File: src/rtl/rotate_led_monitor.sv
// Purpose: tracks a rotating one-hot LED pattern (position, direction, step period, stall, errors).
// Latency: all outputs are registered one cycle after the change edge; no backpressure (observe-only).
// Optional error counter enabled by defining LEDMON_ERRCNT_EN; otherwise err_cnt is tied to zero.
module rotate_led_monitor #(
    parameter logic [15:0] TIMEOUT = 16'd50000
) (
    input  logic        clk_FPGA,
    input  logic        reset,
    input  logic [4:0]  din,
    output logic [2:0]  pos,
    output logic        dir,
    output logic        step,
    output logic [15:0] period,
    output logic        stalled,
    output logic        err,
    output logic [7:0]  err_cnt
);

    logic [4:0]  din_r_q, din_r_d;
    logic [2:0]  pos_q, pos_d;
    logic        dir_q, dir_d;
    logic        step_q, step_d;
    logic [15:0] period_q, period_d;
    logic [15:0] cnt_q, cnt_d;
    logic        stalled_q, stalled_d;
    logic        err_q, err_d;

    logic        change;
    logic        new_hot, old_hot;
    logic [2:0]  new_idx, old_idx, old_prev, old_next;
    logic [15:0] cnt_inc;

    function automatic logic is_onehot(input logic [4:0] v);
        return (v != 5'd0) && ((v & (v - 5'd1)) == 5'd0);
    endfunction

    function automatic logic [2:0] hot_index(input logic [4:0] v);
        logic [2:0] idx;
        idx = 3'd0;
        for (int i = 0; i < 5; i++) begin
            if (v[i]) idx = 3'(i);
        end
        return idx;
    endfunction

    always_comb begin
        change   = (din != din_r_q);
        new_hot  = is_onehot(din);
        old_hot  = is_onehot(din_r_q);
        new_idx  = hot_index(din);
        old_idx  = hot_index(din_r_q);
        old_prev = (old_idx == 3'd0) ? 3'd4 : old_idx - 3'd1;
        old_next = (old_idx == 3'd4) ? 3'd0 : old_idx + 3'd1;
        cnt_inc  = (cnt_q == 16'hFFFF) ? cnt_q : cnt_q + 16'd1;

        din_r_d   = din;
        pos_d     = pos_q;
        dir_d     = dir_q;
        step_d    = change;
        period_d  = period_q;
        cnt_d     = cnt_inc;
        stalled_d = stalled_q;
        err_d     = 1'b0;

        if (change) begin
            cnt_d     = 16'd0;
            period_d  = cnt_inc;
            stalled_d = 1'b0;
            if (!new_hot) begin
                err_d = 1'b1;
            end else begin
                pos_d = new_idx;
                // Direction is only judged when the previous pattern was itself legal.
                if (old_hot) begin
                    if (new_idx == old_prev)      dir_d = 1'b1;
                    else if (new_idx == old_next) dir_d = 1'b0;
                    else                          err_d = 1'b1;
                end
            end
        end else if (cnt_inc == TIMEOUT) begin
            stalled_d = 1'b1;
        end
    end

    always_ff @(posedge clk_FPGA) begin
        if (!reset) begin
            din_r_q   <= 5'b00001;
            pos_q     <= 3'd0;
            dir_q     <= 1'b1;
            step_q    <= 1'b0;
            period_q  <= 16'd0;
            cnt_q     <= 16'd0;
            stalled_q <= 1'b0;
            err_q     <= 1'b0;
        end else begin
            din_r_q   <= din_r_d;
            pos_q     <= pos_d;
            dir_q     <= dir_d;
            step_q    <= step_d;
            period_q  <= period_d;
            cnt_q     <= cnt_d;
            stalled_q <= stalled_d;
            err_q     <= err_d;
        end
    end

`ifdef LEDMON_ERRCNT_EN
    logic [7:0] err_cnt_q;

    always_ff @(posedge clk_FPGA) begin
        if (!reset) begin
            err_cnt_q <= 8'd0;
        end else if (err_d && (err_cnt_q != 8'hFF)) begin
            err_cnt_q <= err_cnt_q + 8'd1;
        end
    end

    assign err_cnt = err_cnt_q;
`else
    assign err_cnt = 8'd0;
`endif

    assign pos     = pos_q;
    assign dir     = dir_q;
    assign step    = step_q;
    assign period  = period_q;
    assign stalled = stalled_q;
    assign err     = err_q;

endmodule

File: config.mk
export PLATFORM = sky130hd
export DESIGN_NAME = rotate_led_monitor
export DESIGN_NICKNAME = d
export VERILOG_FILES = /design/src/rtl/rotate_led_monitor.sv
export SDC_FILE = /design/constraint.sdc
export NUM_CORES = 1
export LEC_CHECK = 0
export ABC_AREA = 1
export CORE_MARGIN = 2
export CORE_UTILIZATION = 31
export CTS_BUF_LIST = sky130_fd_sc_hd__clkbuf_2 sky130_fd_sc_hd__clkbuf_4 sky130_fd_sc_hd__clkbuf_8
export DETAILED_ROUTE_END_ITERATION = 6
export MAX_ROUTING_LAYER = met4
export PLACE_DENSITY_LB_ADDON = 0.12
export SETUP_SLACK_MARGIN = 0.15
export SYNTH_ARGS = -nofsm -noshare
export SYNTH_HDL_FRONTEND = slang
export SYNTH_SLANG_ARGS = --single-unit
File: constraint.sdc
create_clock -name clk_FPGA -period 1.45 [get_ports clk_FPGA]
set_input_delay 0.2175 -clock clk_FPGA [delete_from_list [all_inputs] [get_ports clk_FPGA]]
set_output_delay 0.2175 -clock clk_FPGA [all_outputs]
set_load 0.01 [all_outputs]
### Word-level counts from Yosys, hierarchy flattened

Index checks and enable logic that the tools add are counted.
Widths: inputs -> output; s select.

* logic and storage cells: 51
* bits of input ports: 7
* register bits after elaboration: 44

* eq/ne operators: 6
* $add $sub $neg: 5
* reduce and logical (&&, ||, !) cells: 12
* bitwise logic cells: 3
* mux-type cells: 17

Operator list (count)
* $eq 16x16->1 const B: 2
* $mux 3: 8
* $add 16x1->16 const B: 1
* $mux 16: 1
* $and 5x5->5: 2
* $logic_not 5->1: 2
* $reduce_bool 5->1: 2
* $sub 5x1->5 const B: 2
* $mux 1: 8
* $eq 3x3->1: 2
* $ne 5x5->1: 1
* $reduce_and 2->1: 2
* $reduce_and 4->1: 1
* $add 3x1->3 const B: 1
* $eq 3x3->1 const B: 1
* $logic_not 3->1: 1
* $sub 3x1->3 const B: 1
* $logic_and 1x1->1: 2
* $reduce_bool 2->1: 1
* $reduce_or 2->1: 1
* $not 1->1: 1

### Depth between registers and ports, before layout

Gate-level depths: netlist of run 1.

* depth after elaboration: 11
* gate-level depth with buffers: 14

### Worst setup path before layout of run 1

OpenSTA, ideal clock, no wires.

* path type: register to register
* start: register din_r_q[1]
* end: register dir_q, in the netlist dir
* setup slack: -139 ps
* arrival time: 1476 ps
* required time: 1337 ps
* cell stages (with the launch flop): 13
* period minus slack after synthesis: 1589 ps
* path through: dfxtp_1 > inv_1 > o21bai_1 > nand2_1 > ha_1 > nor2_1 > nor2_1 > o21ai_0 > nand3_1 > nand2_1 > nand3_1 > nand2_1 > nand2_1

* word-level cells in the longest chain between the ends: 9

RTL lines
* start, declared: line 19 `logic [4:0] din_r_q, din_r_d;`
* start signal, assigned: line 96 `din_r_q <= din_r_d;`
* $mux 1: line 41 `if (v[i]) idx = 3'(i);`
* $mux 3 (3 in series): line 41
* $sub 3x1->3, or another cell as far along: line 52 `old_prev = (old_idx == 3'd0) ? 3'd4 : old_idx - 3'd1;`
* $mux 3, on equally long branches: line 52, 53
* $eq 3x3->1, on equally long branches: line 75, 76
* $reduce_bool 2->1 (no line)
* $reduce_and 4->1 (no line)
* end signal, assigned: line 98 `dir_q <= dir_d;`
* end, declared: line 21 `logic dir_q, dir_d;`

Several ways; a longest one is shown, not always the timed one.
A chain may end at the register's enable or synchronous reset.

### Final worst setup path of run 1

* start: register cnt_q[0]
* end: register stalled_q, in the netlist stalled

* word-level cells in the longest chain between the ends: 3

RTL lines
* start, declared: line 24 `logic [15:0] cnt_q, cnt_d;`
* start signal, assigned: line 101 `cnt_q <= cnt_d;`
* $add 16x1->16 or $eq 16x16->1 (tied branches): line 54 `cnt_inc = (cnt_q == 16'hFFFF) ? cnt_q : cnt_q + 16'd1;`
* $mux 16 (*): line 54
* $eq 16x16->1 (*): line 80 `end else if (cnt_inc == TIMEOUT) begin`
* end signal, assigned: line 102 `stalled_q <= stalled_d;`
* end, declared: line 25 `logic stalled_q, stalled_d;`

Mark *: on every way between the ends. The rest lies on a longest branch, timed or not.

==> metrics.yaml, run 1 <==
status:
  status: "finished with violations"
  violations: "setup timing"
worst_setup_path:
  crit_chain: "ha_4, inv_2, nor2_4, nand2_4, nor2_4, buf_4, buf_6, o21ai_2, nand2_1, nor2_2, nand3_2, a21oi_2"
  critical_path_buf_inv_count: 3
  path_max_fanout: 4
  cpPeakStageDelay_ps: 370
  required_ps: 1700
  cpMaxStageDelayCell: "dfxtp_4"
  cp_common_cell: "nor2_4"
  cp-start-kind: "register"
  path_class: "register to register"
  crit_arrival_ps: 1950
  end_kind: "register"
  worst_path_dominant_cell_family: "simple AND/OR/NAND/NOR gates"
grt:
  grt_max_degree: 17
  grt-ovfl-total: 0
  grt.total_usage_pct: 16.38
  antenna_found_initial: 0
  grt_pass1_wl_mm: 10.61
  grt_pass1_vias: 2342
logic_synthesis:
  ys_seq_area_share_pct: 38.16
  synth_xor_area_share_pct: 3.035
  synth_cell_type_count: 32
  yosys.area_share.simple_pct: 34.74
  synthMuxAreaShare_pct: 0
  yosysTopAreaCell: "dfxtp_1"
  yosys.area.top_type_share_pct: 38.16
  synthAdderAreaFrac_pct: 1.626
  synth_cells: 342
  synth_top_family_by_area: "simple AND/OR/NAND/NOR gates"
  synth_warnings: 0
  syn_avg_cell_area_um2: 6.750
  synth-compound-area-share_pct: 10.14
  ys_ff_latch: 44
  synthTopCellsByArea: "dfxtp_1 (38%), nand2_1 (14%), nor2_1 (8.0%)"
  syn_area_mm2: 0.002308
timing:
  layout_min_cycle_time_ps: 1695
  fmax_mhz: 590.1
  rsz0062_at_grt: "yes"
  finalSetupViolations: 18
  timing.hold.ws_ps: 291.4
  finalHoldViolCount: 0
  drv_slew: 0
  setup_slack_ps: -244.5
  setup_tns_ps: -1437
  post-route-period-util_pct: 116.9
  skew_ps: 10.09
finish:
  layoutNonFillerInstCount: 546
  fill_cells: 753
  nets: 456
  postLayoutCoreUtil_pct: 51.80
  area_growth_pct: 61.90
  drive_above_1_share_pct: 40.94
  final_common_cell: "nand2_1"
  antenna_cells: 0
  fin_area_mm2: 0.003737
  layout_common_cells: "nand2_1 (73), buf_4 (55), inv_1 (35), dfxtp_1 (33), nor2_1 (32)"
floorplanning:
  fp.dieH_um: 90.30
  dieArea_mm2: 0.008153
  start_util_pct: 32.00
  die_x_um: 90.30
  pin_count: 38
  core_mm2: 0.007214
  row_count: 31
cts:
  clock_latency_ps: 310
  path_clk_slew_ps: 100
  cts-root-buf: "clkbuf_8"
  postCtsHoldBufs: 0
  clk_path_buf_depth: 2
  cts_inserted_buffers: 5
  htreeDepth: 2
  cts_sinks: 44
  cts_tree: "yes"
placement:
  gp_congestion: 0.8255
  pre_cts_slack_ps: -406.0
  dp.cells: 523
  placed_area_mm2: 0.003171
  post-dp-hpwl_mm: 4.719
  port_buffers: 29
detailed_routing:
  wl_per_cell_um: 11.74
  postRouteAntennaNets: 0
  drt_pass1_iterations: 5
  viasPerCell: 4.421
  drtIter0Drc: 73
  drc: 0
  wl_mm: 6.408
  num_vias: 2414
power:
  power.switching_mw: 0.7097
  vdd_drop_max_mv: 0.3451
  intPower_mw: 1.742
  p_total_mw: 2.452
  leakagePower_nw: 1.729
  power_frac_comb_pct: 14.4
  switching_share_pct: 28.94
  p_per_area_mw_per_mm2: 656.1
  seqPwrFrac_pct: 50.6
  p_clk_share_pct: 34.9
job:
  cap_violations: 0
min_path:
  hold_path_class: "primary input to register"
flip-flops by register name (all words and copies together), names as in the netlist:
name     cells
err          1
din_r_q      5
dir          1
period      16
cnt_q       16
step         1
pos          3
stalled      1
cells by family after synthesis:
kind of cell / count (synthesis)
compound gates: 42
flops: 44
other cells: 1
fa+ha+maj: 3
xor+xnor: 8
buf+inv: 64
simple gates: 180
worst min-delay path, stage by stage:
cell and delay, ps:
dlygate4sd2_1 260, nand2_1 60, inv_1 40
power groups by stage:
stage	sequential [mW]	clock (mW)	combinational, mW
final	1.24	0.857	0.354
after global routing	1.25	0.924	0.388
after CTS	1.24	0.874	0.336
after detailed placement	1.27	0	0.301
after global placement	1.27	0	0.297
after floorplan	1.28	0	0.170
synth_stat cells, drive strengths merged:
library cell and number:
o221ai 1, o21bai 2, buf 13, xor2 7
nand3 18, nand3b 2, a31oi 1, nand4 7
ha 3, a21oi 8, nand2 92, clkbuf 2
o211ai 1, conb 1, nor2 58, o21ai 28
xnor2 1, dfxtp 44, a22o 1, nor3 3
inv 49
layout make-up:
cell class              count  area [um^2]  share of cell area [%]
repair buffers            105        918.4                   24.57
flip-flops and latches     44        907.1                   24.27
multi-input cells         241         1498                   40.07
inverters                  49        196.4                   5.256
clock buffers               5        68.82                   1.841
clock inverters             3        25.02                  0.6696
well taps                  99        123.9                   3.314
timing repair:
action / in CTS / in global routing
gates resized for setup: 88 / 70
buffers inserted: 6 / 9
pin swaps: 24 / 38
hold endpoints to repair: 0 / 0
setup endpoints to repair: 62 / 39
worst paths after layout:
path,to,slack [ps],from,cells after the start
worst max-delay path,stalled,-240,cnt_q[0],12
worst min-delay path,din_r_q[1],290,din[1],3
worst max register to register,stalled,-240,cnt_q[0],12
worst min register to register,period[6],450,period[6],2
metal layers:
layer  up-vias  GRT usage [%]  share of wire, %  routed length [um]
li1       1264              -                 -                   -
met1      1111          20.35                47                3027
met2        31          27.69                49                3159
met3         8          2.588               2.1                 137
met4         0          4.615               1.3                  82
met5         -              -                 0                   0
Power figures use the tool's default switching activity.
==> run 2, diff against run 1 <==
Settings changed: CORE_UTILIZATION 31 to 39, CTS_BUF_LIST sky130_fd_sc_hd__clkbuf_2 sky130_fd_sc_hd__clkbuf_4 sky130_fd_sc_hd__clkbuf_8 to sky130_fd_sc_hd__clkbuf_4.
==> run 2 against run 1 <==
Against the previous run:
- register-to-register slack hardly changed
- final cell count is 4.4% lower
- the run still ends with setup timing left
- total power is 2.1% lower
- hold slack worse by 30 ps
- first-iteration DRC count is 55% higher
- via count is 0.83% higher
- largest cell class unchanged
- sequential share of layout area is 0.33 points higher
- core utilization is 12 points higher
- clock power is 5.7% lower
- highest routed layer unchanged
- setup slack worse by 2.1 ps
==> metrics.yaml, run 2 (synthesis results as in run 1) <==
cts:
  clk_path_buf_depth: 2  # unchanged
  cts-root-buf: "clkbuf_4"
  htreeDepth: 2  # unchanged
  path_clk_slew_ps: 140  # +40 ps
  cts_tree: "yes"
  cts_sinks: 44  # unchanged
  cts_inserted_buffers: 5  # unchanged
  postCtsHoldBufs: 0  # unchanged
  clock_latency_ps: 360  # +50 ps
placement:
  pre_cts_slack_ps: -388.5  # +17.47 ps
  port_buffers: 29  # unchanged
  dp.cells: 501  # -4.2%
  post-dp-hpwl_mm: 4.494  # -4.8%
  gp_congestion: 0.9108  # +10%
detailed_routing:
  wl_per_cell_um: 12.41  # +5.7%
  viasPerCell: 4.663  # +5.5%
  num_vias: 2434  # +0.83%
  drt_pass1_iterations: 4  # -1
  drtIter0Drc: 113  # +55%
  postRouteAntennaNets: 0  # unchanged
  wl_mm: 6.476  # +1.1%
  drc: 0  # unchanged
floorplanning:
  pin_count: 38  # unchanged
  row_count: 28  # -9.7%
  fp.dieH_um: 80.94  # -10%
  start_util_pct: 39.69  # +7.7 points
  dieArea_mm2: 0.006550  # -20%
  core_mm2: 0.005816  # -19%
  die_x_um: 80.94  # -10%
worst_setup_path:
  crit_arrival_ps: 2010  # +60 ps
  cp_common_cell: "nor2_4"
  required_ps: 1760  # +60 ps
  path_max_fanout: 4  # unchanged
  cpPeakStageDelay_ps: 390  # +20 ps
  path_class: "register to register"
  ff2ff_setup_slack_ps: -250  # about the same
  r2r-start: "cnt_q[1]"
  r2r_cells: 12  # unchanged
  crit_chain: "ha_4, inv_2, nor2_4, nand2_4, nor2_4, buf_6, buf_6, nor2_4, nand2_1, nor2_1, nand3_2, a21oi_2"
  cp-start-kind: "register"
  r2r-end: "stalled"
  end_kind: "register"
  crit_start: "cnt_q[1]"
  cpMaxStageDelayCell: "dfxtp_4"
power:
  power_frac_comb_pct: 14.8  # +0.4 points
  seqPwrFrac_pct: 51.6  # +1.0 points
  vdd_drop_max_mv: 0.5306  # +54%
  p_per_area_mw_per_mm2: 644.9  # -1.7%
  switching_share_pct: 26.25  # -2.7 points
  p_total_mw: 2.401  # -2.1%
  p_clk_share_pct: 33.7  # -1.2 points
  leakagePower_nw: 1.746  # +0.97%
  intPower_mw: 1.770  # +1.6%
  power.switching_mw: 0.6302  # -11%
min_path:
  hold_path_class: "primary input to register"
  whs_path_depth: 3  # unchanged
  hp-start: "din[1]"
  min_to: "din_r_q[1]"
finish:
  antenna_cells: 0  # unchanged
  regArea_um2: 915.9  # +0.97%
  drive_above_1_share_pct: 42.28  # +1.3 points
  multi_input_area_mm2: 0.001501  # +0.25%
  final_common_cell: "nand2_1"
  area_growth_pct: 61.25
  nets: 456  # unchanged
  fill_cells: 514  # -32%
  layout_common_cells: "nand2_1 (73), buf_4 (53), inv_1 (35), nor2_1 (32), dfxtp_1 (30)"
  layoutNonFillerInstCount: 522  # -4.4%
timing:
  finalSetupViolations: 23  # +5
  post-route-period-util_pct: 117.0  # +0.15 points
  finalHoldViolCount: 0  # unchanged
  rsz0062_at_grt: "yes"
  layout_min_cycle_time_ps: 1697  # +2.121 ps
  skew_ps: 8.531  # -1.557 ps
  drv_slew: 0  # unchanged
  setup_slack_ps: -246.7  # -2.121 ps
  fmax_mhz: 589.4  # -0.13%
job:
  cap_violations: 0  # unchanged
grt:
  grt_max_degree: 14  # -3
  antenna_found_initial: 0  # unchanged
  grt_pass1_wl_mm: 10.30  # -2.9%
  grt-ovfl-total: 0  # unchanged
  grt.total_usage_pct: 20.62  # +4.2 points
  grt_pass1_vias: 2345  # +0.13%
status:
  status: "finished with violations"
  violations: "setup timing"
[run 2: cell count changes in the layout (fill, tap and decap cells not counted), moves of 2 or more]
cell / previous run / this run
buf_4: 55 / 53
buf_6: 19 / 21
clkbuf_4: 0 / 6
clkbuf_8: 5 / 0
dfxtp_1: 33 / 30
dfxtp_4: 5 / 7
nand3_1: 8 / 10
nand3_2: 9 / 6
nor2_2: 8 / 10
nor2_4: 18 / 16
o21ai_1: 14 / 11
o21ai_2: 7 / 11
[run 2: worst max-delay path by stage]
stage          cells after the start  slack, ps  endpoint
3_3_place_gp                       9       -350       dir
2_1_floorplan                     12        -60       dir
4_1_cts                           12       -180       dir
3_5_place_dp                      12       -390       dir
6_report                          12       -250   stalled
5_1_grt                           10       -340   stalled
[run 2: timing repair]
item,CTS,global route
setup endpoints to repair,61,39
hold endpoints to repair,0,0
gates resized for setup,94,73
pin swaps,29,50
setup buffers,7,6
[run 2: worst max-delay path: cells and delay by family, from the launching register on]
family	cells	cell delay, ps
AND/OR/NAND/NOR	7	630
buffers and inverters	3	320
flip-flops	1	390
AO/OA/AOI/OAI	1	120
adder cells (fa/ha/maj)	1	180
[run 2: per-layer routing]
metal	up-vias	track usage, %	share of wire (%)
met5	-	-	0
met4	0	6.441	1.9
met3	11	3.000	2.3
met2	30	34.63	49
met1	1128	25.60	47
li1	1265	-	-
[run 2: cell type report]
type                    instances  share of cell area (%)
multi-input cells             241                   40.34
clock inverters                 2                  0.9412
well taps                      75                   2.521
inverters                      49                   5.412
flip-flops and latches         44                   24.61
repair buffers                105                   24.97
clock buffers                   6                   1.210
[run 2: per-stage QoR]
step	utilization (%)	cell area, um^2	TNS (ps)	hold slack (ps)
after global routing	64.01	3722	-4743	280.6
after detailed placement	54.26	3156	-11810	449.8
after CTS	59.27	3447	-1662	243.5
after global placement	54.26	3156	-10250	446.0
after floorplan	-	2386	-71.90	310.9
final	64.01	3722	-1421	261.4
[run 2: power groups by stage]
stage | clock [mW] | sequential, mW | combinational [mW]
after floorplan | 0 | 1.28 | 0.170
after global placement | 0 | 1.27 | 0.292
after detailed placement | 0 | 1.27 | 0.293
after CTS | 0.813 | 1.24 | 0.307
after global routing | 0.858 | 1.24 | 0.391
final | 0.808 | 1.24 | 0.354
